### config.mk
export PLATFORM = sky130hd
export DESIGN_NAME = circular_window_buffer
export DESIGN_NICKNAME = d
export VERILOG_FILES = /design/src/rtl/circular_window_buffer.sv
export SDC_FILE = /design/constraint.sdc
export NUM_CORES = 1
export LEC_CHECK = 0
export ABC_AREA = 0
export CAP_MARGIN = 15
export CORE_MARGIN = 5
export CORE_UTILIZATION = 40
export CTS_CLUSTER_DIAMETER = 50
export DETAILED_ROUTE_END_ITERATION = 16
export GPL_TIMING_DRIVEN = 1
export SLEW_MARGIN = 30
export SYNTH_ARGS = -nofsm -noshare
export SYNTH_HDL_FRONTEND = slang
export SYNTH_SLANG_ARGS = --single-unit
### constraint.sdc
create_clock -name clock -period 3.75 [get_ports clock]
set_input_delay 0.75 -clock clock [delete_from_list [all_inputs] [get_ports clock]]
set_output_delay 0.75 -clock clock [all_outputs]
set_load 0.005 [all_outputs]
### src/rtl/circular_window_buffer.sv
// Circular delay-line buffer: a pointer advances over fixed cells, count masks stale
// data, and a running sum of the valid samples is kept for moving-average use.
module circular_window_buffer #(
    parameter int unsigned buff_size = 4,
    parameter int unsigned word_size = 8,
    parameter int unsigned addr_size = 2
) (
    input  logic                           clock,
    input  logic                           reset,
    input  logic [word_size-1:0]           Data_in,
    input  logic                           write_en,
    input  logic                           clear,
    input  logic [addr_size-1:0]           tap_sel,
    output logic [word_size-1:0]           tap_out,
    output logic [word_size-1:0]           newest,
    output logic [word_size-1:0]           oldest,
    output logic [addr_size:0]             count,
    output logic                           full,
    output logic [word_size+addr_size-1:0] window_sum
);

    localparam int unsigned cnt_w = addr_size + 1;
    localparam int unsigned sum_w = word_size + addr_size;

    logic [word_size-1:0] mem [buff_size];
    logic [addr_size-1:0] wr_ptr;
    logic [addr_size-1:0] tap_addr;
    logic [addr_size-1:0] new_addr;
    logic [addr_size-1:0] old_addr;
    logic                 accept;

    assign accept = write_en && !reset && !clear;
    assign full   = (count == cnt_w'(buff_size));

    // Cell k sits k writes behind the pointer; anything at or beyond count reads 0.
    always_comb begin
        tap_addr = wr_ptr - addr_size'(1) - tap_sel;
        new_addr = wr_ptr - addr_size'(1);
        old_addr = wr_ptr - addr_size'(count);
        tap_out  = '0;
        newest   = '0;
        oldest   = '0;
        if (cnt_w'(tap_sel) < count) begin
            tap_out = mem[tap_addr];
        end
        if (count != '0) begin
            newest = mem[new_addr];
            oldest = mem[old_addr];
        end
    end

    // Storage is never reset; count masking hides whatever it holds.
    always_ff @(posedge clock) begin
        if (accept) begin
            mem[wr_ptr] <= Data_in;
        end
    end

    always_ff @(posedge clock) begin
        if (reset || clear) begin
            wr_ptr     <= '0;
            count      <= '0;
            window_sum <= '0;
        end else if (write_en) begin
            wr_ptr <= wr_ptr + addr_size'(1);
            if (!full) begin
                count      <= count + cnt_w'(1);
                window_sum <= window_sum + sum_w'(Data_in);
            end else begin
                // Overwritten cell is the current oldest, so it leaves the window.
                window_sum <= window_sum + sum_w'(Data_in) - sum_w'(oldest);
            end
        end
    end

endmodule

Word level (Yosys, flattened, before mapping):

Memory sizes are Yosys's and may differ from the RTL's.
Cells that the tools add are included.

* add/subtract/negate cells: 7
* magnitude comparators: 1
* equality and inequality tests: 1
* muxes and demuxes: 6
* bitwise logic cells: 1
* reduce and logical (&&, ||, !) cells: 7

Operators with widths (number)
* 2-to-1 mux 8 bit: 3
* adder 10 x 8 -> 10 bit: 1
* 2-to-1 mux 10 bit: 1
* subtractor 10 x 8 -> 10 bit: 1
* subtractor 2 bit: 2
* adder 3 x 1 -> 3 bit, second input constant: 1
* equality test 3 bit, second input constant: 1
* < comparator 2 x 3 -> 1 bit: 1
* nonzero test 3 bit: 1
* adder 2 x 1 -> 2 bit, second input constant: 1
* logical AND 1 bit: 2
* zero test 1 bit: 2
* 2-to-1 mux 1 bit: 2
* AND reduction 2 bit: 1
* subtractor 2 x 1 -> 2 bit, second input constant: 1
* logical OR 1 bit: 1
* NOT 1 bit: 1

* register bits after elaboration: 15
* bits in writable memories: 32
* input bits: 14
* output and inout port bits: 38
* word-level logic and storage cells: 27
* memories kept: 1

Memory list
* mem: depth 4, width 8, read ports 3, clocked after memory_dff 0, write ports 1, RTL line 25 `logic [word_size-1:0] mem [buff_size];`

Longest topological paths before layout:

Gate-level depths: netlist of run 1.

* word-level depth: 5
* gate-level depth with buffers: 18
* gate-level depth less buffers: 16

Worst setup path after synthesis of run 1:

OpenSTA, ideal clock, no wires.

* path kind: register -> register
* start point: register wr_ptr[0]
* end point: register window_sum[9]
* library setup time: 0.072 ns
* data arrival time: 3.588 ns
* data required time: 3.678 ns
* setup slack: 0.090 ns
* cell stages (with the launch flop): 16
* buffers on the path: 1
* period minus slack after synthesis: 3.660 ns
* cell sequence: dfxtp_1 > buf_2 > inv_1 > ha_1 > xnor2_1 > xnor2_2 > mux2_2 > o211ai_1 > ha_1 > nor2b_1 > o31a_1 > nand2b_1 > a311oi_2 > a211oi_1 > a31oi_1 > mux2i_1

* cells in the longest elaborated chain, start to end: 5

Ends and longest elaborated chain
* start: declaration: RTL line 26 `logic [addr_size-1:0] wr_ptr;`
* start signal: assignment: RTL line 65 `wr_ptr <= wr_ptr + addr_size'(1);`
* subtractor 2 bit: RTL line 39 `old_addr = wr_ptr - addr_size'(count);`
* memory (4 x 8 bit)
* 2-to-1 mux 8 bit: RTL line 46 `if (count != '0) begin`
* subtractor 10 x 8 -> 10 bit: RTL line 71 `window_sum <= window_sum + sum_w'(Data_in) - sum_w'(oldest);`
* 2-to-1 mux 10 bit: RTL line 66 `if (!full) begin`
* end signal: assignment: RTL line 68 `window_sum <= window_sum + sum_w'(Data_in);`
* end signal: assignment: RTL line 71
* end: declaration: RTL line 19 `output logic [word_size+addr_size-1:0] window_sum`

No other way between the ends.
A chain may end at the register's enable or synchronous reset.

Final worst setup path of run 1:

* start point: input tap_sel[0]
* end point: output tap_out[0]

* cells in the longest elaborated chain, start to end: 3
* elaborated cells on any way between the ends: 4
* classes of those cells: 1 x add/sub; 1 x order compare; 1 x mux; 1 x memory

Ends and longest elaborated chain
* start: declaration: RTL line 13 `input logic [addr_size-1:0] tap_sel,`
* subtractor 2 bit: RTL line 37 `tap_addr = wr_ptr - addr_size'(1) - tap_sel;`
* memory (4 x 8 bit)
* 2-to-1 mux 8 bit (*): RTL line 43 `if (cnt_w'(tap_sel) < count) begin`
* end: declaration: RTL line 14 `output logic [word_size-1:0] tap_out,`

Every way passes the cells marked *; elsewhere a longest branch is shown, timed or not.

==> out/qor.txt, run 1 <==
Status: complete, no violations
DRC viols: 0
Row count: 33
1st-pass router iterations: 4
Nets: 426
EDFF count, synth: 32
Clock sinks: 47
GRT Total Usage: 16.49%
Final Hold Viols: 0
Initial antenna violation count: 0
Synthesis Warnings: 0
Initial Util: 40.54%
Maximum vdd drop: 0.1486 mV
Number of global-route vias before repair: 2579
Worst-path clk slew: 0.09 ns
Share of post-route cells with drive strength above 1: 23.83%
Clock period minus worst slack: 3.584 ns
CP max FO: 5
Synth area leaders: edfxtp_1 (29%), mux4_2 (12%), ha_1 (9.5%)
Cell taking the most area after synthesis: edfxtp_1
Largest net degree at the start of global routing: 17
Unrepaired setup endpoints after global routing: true
Hold Crit Class: flop to flop
Worst path required time: 3.00 ns
CTS root buffer: clkbuf_8
Die Area: 10110 um^2
Pwr dens: 304.8 nW/um^2
Routed WL: 8165 um
# diodes: 0
H-tree levels: 2
Static Leak: 0.001725 uW
Final period utilization: 95.58%
Cell Area, Synth: 3281 um^2
Seq cells post-synth: 47
Vias: 2559
Crit path DAT: 2.83 ns
Placed insts: 474
Core ar.: 8093 um^2
Setup crit start kind: input pin
MaxCap Viol Count: 0
Top FF cell, synth: edfxtp_1
Longest Clk Path Bufs: 2
Power Total: 1325 uW
Critical Path End Type: primary output
I/O Pins: 52
Top-area cell type share of the netlist area: 29.29%
Final setup fails: 0
Sequential area share after synthesis: 38.44%
Detail Route Antenna Nets: 0
Yosys cell types: 46
TritonCTS Buffers: 5
DR iter-0 viols: 106
Max Clock Skew: 0.004567 ns
Die width: 100.6 um
Global route overflow: 0
FMAX: 0.2790 GHz
Max-slew violations: 0
Routed vias/inst: 5.212
Setup CP Type: input pin to primary output
Hpwl dp: 6368 um
Port Buffers: 51
Asr flop ratio synth: 0%
Clock tree from TritonCTS: done
Avg Inst Size Synth: 11.16 um^2
Die height: 100.6 um
Final GP Congestion: 0.8362
Worst slew margin: 51.82%
Wirelength per Cell: 16.63 um
First-pass GRT wire length: 12900 um
Area grow syn2layout: 32.53%
Least-Margin Pin Slew: 0.7227 ns
Mapped Cells: 294
Finished Layout Cells: 491
Post-synth net total: 335
Worst skew pair latency: 0.30 ns
[Yosys cell counts (all sizes together), types with 5 or more instances]
cell and count:
edfxtp 32, nor2b 10, and2 10, ha 25, inv 17, buf 5, a21oi 16, nand3 7
nor2 20, mux2 7, mux4 17, dfxtp 15, o211ai 11, o21a 5, xnor2 17, clkbuf 5
nand2 20, o21ai 8, mux2i 12
[through the flow]
stage	util, %	cell area [um^2]	TNS [ns]	setup slack [ns]	hold WS, ns
floorplan	-	3281	0	0.09020	0.4630
global placement	51.04	4130	-0.4031	-0.2340	0.4621
detailed placement	51.04	4130	-0.5853	-0.3023	0.4604
CTS	52.46	4245	0	0.03801	0.4794
global route	53.73	4348	-0.004244	-0.004244	0.4905
finish	53.73	4348	0	0.1657	0.4799
[registers in the layout, indices dropped and copies added (netlist names)]
register / flops
count: 3
window_sum: 10
mem: 32
wr_ptr: 2
[routing by layer]
layer  wire length (um)  up-vias  GRT usage, %
met1               3544     1224         20.87
met2               4102       69         28.29
met5                  0        -             0
li1                   -     1261             -
met3                439        5         3.253
met4                 79        0         5.285
[layout by cell type (no fill, tap or decap), types with 7 or more instances in the layout]
cell type        instances
inv_1                   17
nand3_1                  7
ha_1                    23
a21oi_1                 12
edfxtp_1                32
and2_1                  10
xnor2_1                 15
buf_4                   43
o21ai_0                  7
dfxtp_1                 15
nor2_1                  20
mux2i_1                 12
clkdlybuf4s50_1         51
mux4_2                  17
nand2_1                 19
nor2b_1                 10
o211ai_1                 9
[critical path, cell delays in order]
cell             delay, ns
clkdlybuf4s50_1       0.49
ha_1                  0.16
xor2_1                0.18
xnor2_1               0.16
buf_4                 0.19
mux4_2                0.29
nor2b_1               0.14
clkdlybuf4s50_1       0.47
[cell families (layout without fill, tap and decap cells)]
family,Yosys count,count (layout),synth area share (%)
simple gates,82,82,12.36
compound gates,54,54,11.48
flops,47,47,38.44
mux,36,36,17.73
fa+ha+maj,27,27,10.76
buf+inv,27,119,3.394
xor+xnor,21,21,5.835
[area by class of cell]
class / count / area [um^2]
fill: 773 / 3745
multi-input combinational: 220 / 1966
sequential: 47 / 1261
timing repair buffer: 94 / 833.3
tap: 105 / 131.4
clock buffer: 5 / 68.82
inverter: 17 / 63.81
clock inverter: 3 / 23.77
[path summary, 6_finish.rpt]
| path | startpoint | end | slack, ns | cells after the start |
|---|---|---|---|---|
| min | window_sum[9]$_SDFFE_PP0P_ | window_sum[9]$_SDFFE_PP0P_ | 0.48 | 2 |
| max reg2reg | wr_ptr[0]$_SDFFE_PP0P_ | window_sum[9]$_SDFFE_PP0P_ | 0.31 | 16 |
| max | tap_sel[0] | tap_out[0] | 0.17 | 8 |
| min reg2reg | window_sum[9]$_SDFFE_PP0P_ | window_sum[9]$_SDFFE_PP0P_ | 0.48 | 2 |
[power by group]
part	switching [uW]	internal, uW
registers	7.99	562
logic	200	242
clock network	179	134
[repair_timing]
action,CTS,global route
buffers inserted,3,6
endpoints found under the setup margin,2,2
resized for setup,0,10
hold buffers,0,0
pin swaps,1,7
Power figures use the tool's default switching activity.
==> run 2, diff against run 1 <==
clock period = 4.1 ns   (was 3.75 ns; I/O delays follow)
==> run 2 against run 1 <==
  * Cell area shrank 5.6%
  * Setup slack improved by 0.14 ns
  * Die area stayed put
  * Clock skew grew 0.0031 ns
  * Sequential power is 8.6% lower
  * Highest routed layer unchanged
  * Largest cell class unchanged
  * Combinational power fell by 23%
==> out/qor.txt, run 2 (synthesis gave the netlist of run 1 again) <==
Die Area: 10110 um^2
Hpwl dp: 6058 um
Maximum vdd drop: 0.1599 mV
Design Area, Final: 4104 um^2
Die width: 100.6 um
Hold Slack: 0.4788 ns
Setup crit start kind: flop
Global route overflow: 0
Least-Margin Pin Slew: 0.7686 ns
Routed WL: 7792 um
Worst slew margin: 48.76%
Leading cell types in the layout, fill and taps excluded: clkdlybuf4s50_1 (51), edfxtp_1 (32), ha_1 (25)
Pwr dens: 294.5 nW/um^2
Postcts setup bufs: 0
Detail Route Antenna Nets: 0
1st-pass router iterations: 4
TritonCTS Buffers: 5
Total negative setup slack: 0 ns
Status: complete, no violations
I/O Pins: 52
Nets: 397
Max FFs per register: 32
Number of fill cells: 783
Initial antenna violation count: 0
Share of post-route cells with drive strength above 1: 15.13%
Vias: 2424
Unrepaired setup endpoints after global routing: false
Core ar.: 8093 um^2
Largest net degree at the start of global routing: 18
Critical Path End Type: flop
Final GP Congestion: 0.8375
Final period utilization: 92.44%
Routed vias/inst: 5.247
Final setup fails: 0
Hold Crit Class: flop to flop
Setup CP Type: flop to flop
Worst-path clk slew: 0.09 ns
# diodes: 0
DR iter-0 viols: 100
Clock tree from TritonCTS: done
# hold bufs at CTS: 0
Worst skew pair latency: 0.30 ns
MaxCap Viol Count: 0
FMAX: 0.2638 GHz
Most common cell after layout, fill and taps aside: clkdlybuf4s50_1
DRC viols: 0
Area grow syn2layout: 25.10%
CP max FO: 10
Row count: 33
Static Leak: 0.001605 uW
Clock period minus worst slack: 3.790 ns
Max-slew violations: 0
Wirelength per Cell: 16.87 um
H-tree levels: 2
Initial Util: 40.54%
CTS root buffer: clkbuf_8
Max Clock Skew: 0.007679 ns
Worst path required time: 4.34 ns
Placed inst area: 3980 um^2
Longest Clk Path Bufs: 2
First-pass GRT wire length: 12470 um
Final Hold Viols: 0
Number of global-route vias before repair: 2470
Crit path DAT: 4.03 ns
Register bank with the most flops: mem
Die height: 100.6 um
Power Total: 1208 uW
Clock sinks: 47
Top flop regs: mem: 32 flops, window_sum: 10 flops, count: 3 flops
Port Buffers: 51
GRT Total Usage: 16.11%
run 2: timing repair:
action / CTS / global route
resized for setup: 0 / 1
setup endpoints to repair: 0 / 2
hold endpoints to repair: 0 / 0
run 2: layer usage:
| metal | wire (um) | track usage, % |
|---|---|---|
| met1 | 3559 | 20.60 |
| met2 | 3850 | 28.29 |
| met3 | 272 | 2.630 |
| met4 | 110 | 4.145 |
| met5 | 0 | 0 |
run 2: through the flow:
step	cells	setup slack, ns	utilization, %
CTS	462	0.1150	50.57
detailed placement	454	-0.02419	49.18
floorplan	294	0.4402	-
finish	462	0.3098	50.71
global route	462	0.06404	50.71
global placement	454	0.05163	49.18
run 2: worst max-delay path, cell delays in order (launching register included):
cell and delay, ns:
dfxtp_1 0.34, inv_1 0.07, ha_1 0.19, xnor2_1 0.19, xnor2_4 0.41, mux2_2 0.39, o211ai_1 0.41, ha_1 0.31
nor2b_1 0.14, o31a_1 0.28, nand2b_1 0.19, a311oi_2 0.31, a211oi_1 0.12, a31oi_1 0.20, mux2i_1 0.19
run 2: path summary, 6_finish.rpt:
check / start / end / slack, ns / depth (start not counted)
worst max-delay path: wr_ptr[0]$_SDFFE_PP0P_ / window_sum[9]$_SDFFE_PP0P_ / 0.31 / 14
worst min-delay path: window_sum[9]$_SDFFE_PP0P_ / window_sum[9]$_SDFFE_PP0P_ / 0.48 / 2
worst max register to register: wr_ptr[0]$_SDFFE_PP0P_ / window_sum[9]$_SDFFE_PP0P_ / 0.31 / 14
worst min register to register: window_sum[9]$_SDFFE_PP0P_ / window_sum[9]$_SDFFE_PP0P_ / 0.48 / 2
run 2: final cells by class:
type / instances / area [um^2] / area share [%]
Sequential cell: 47 / 1261 / 30.73
Inverter: 17 / 63.81 / 1.555
Multi-Input combinational cell: 220 / 1919 / 46.77
Timing Repair Buffer: 65 / 615.6 / 15.00
Clock buffer: 5 / 68.82 / 1.677
Clock inverter: 3 / 43.79 / 1.067
Tap cell: 105 / 131.4 / 3.201
run 2: where the power goes:
part / switching (uW) / internal (uW) / total (uW)
Clock: 164 / 182 / 346
Combinational: 166 / 175 / 341
Sequential: 7.27 / 514 / 521
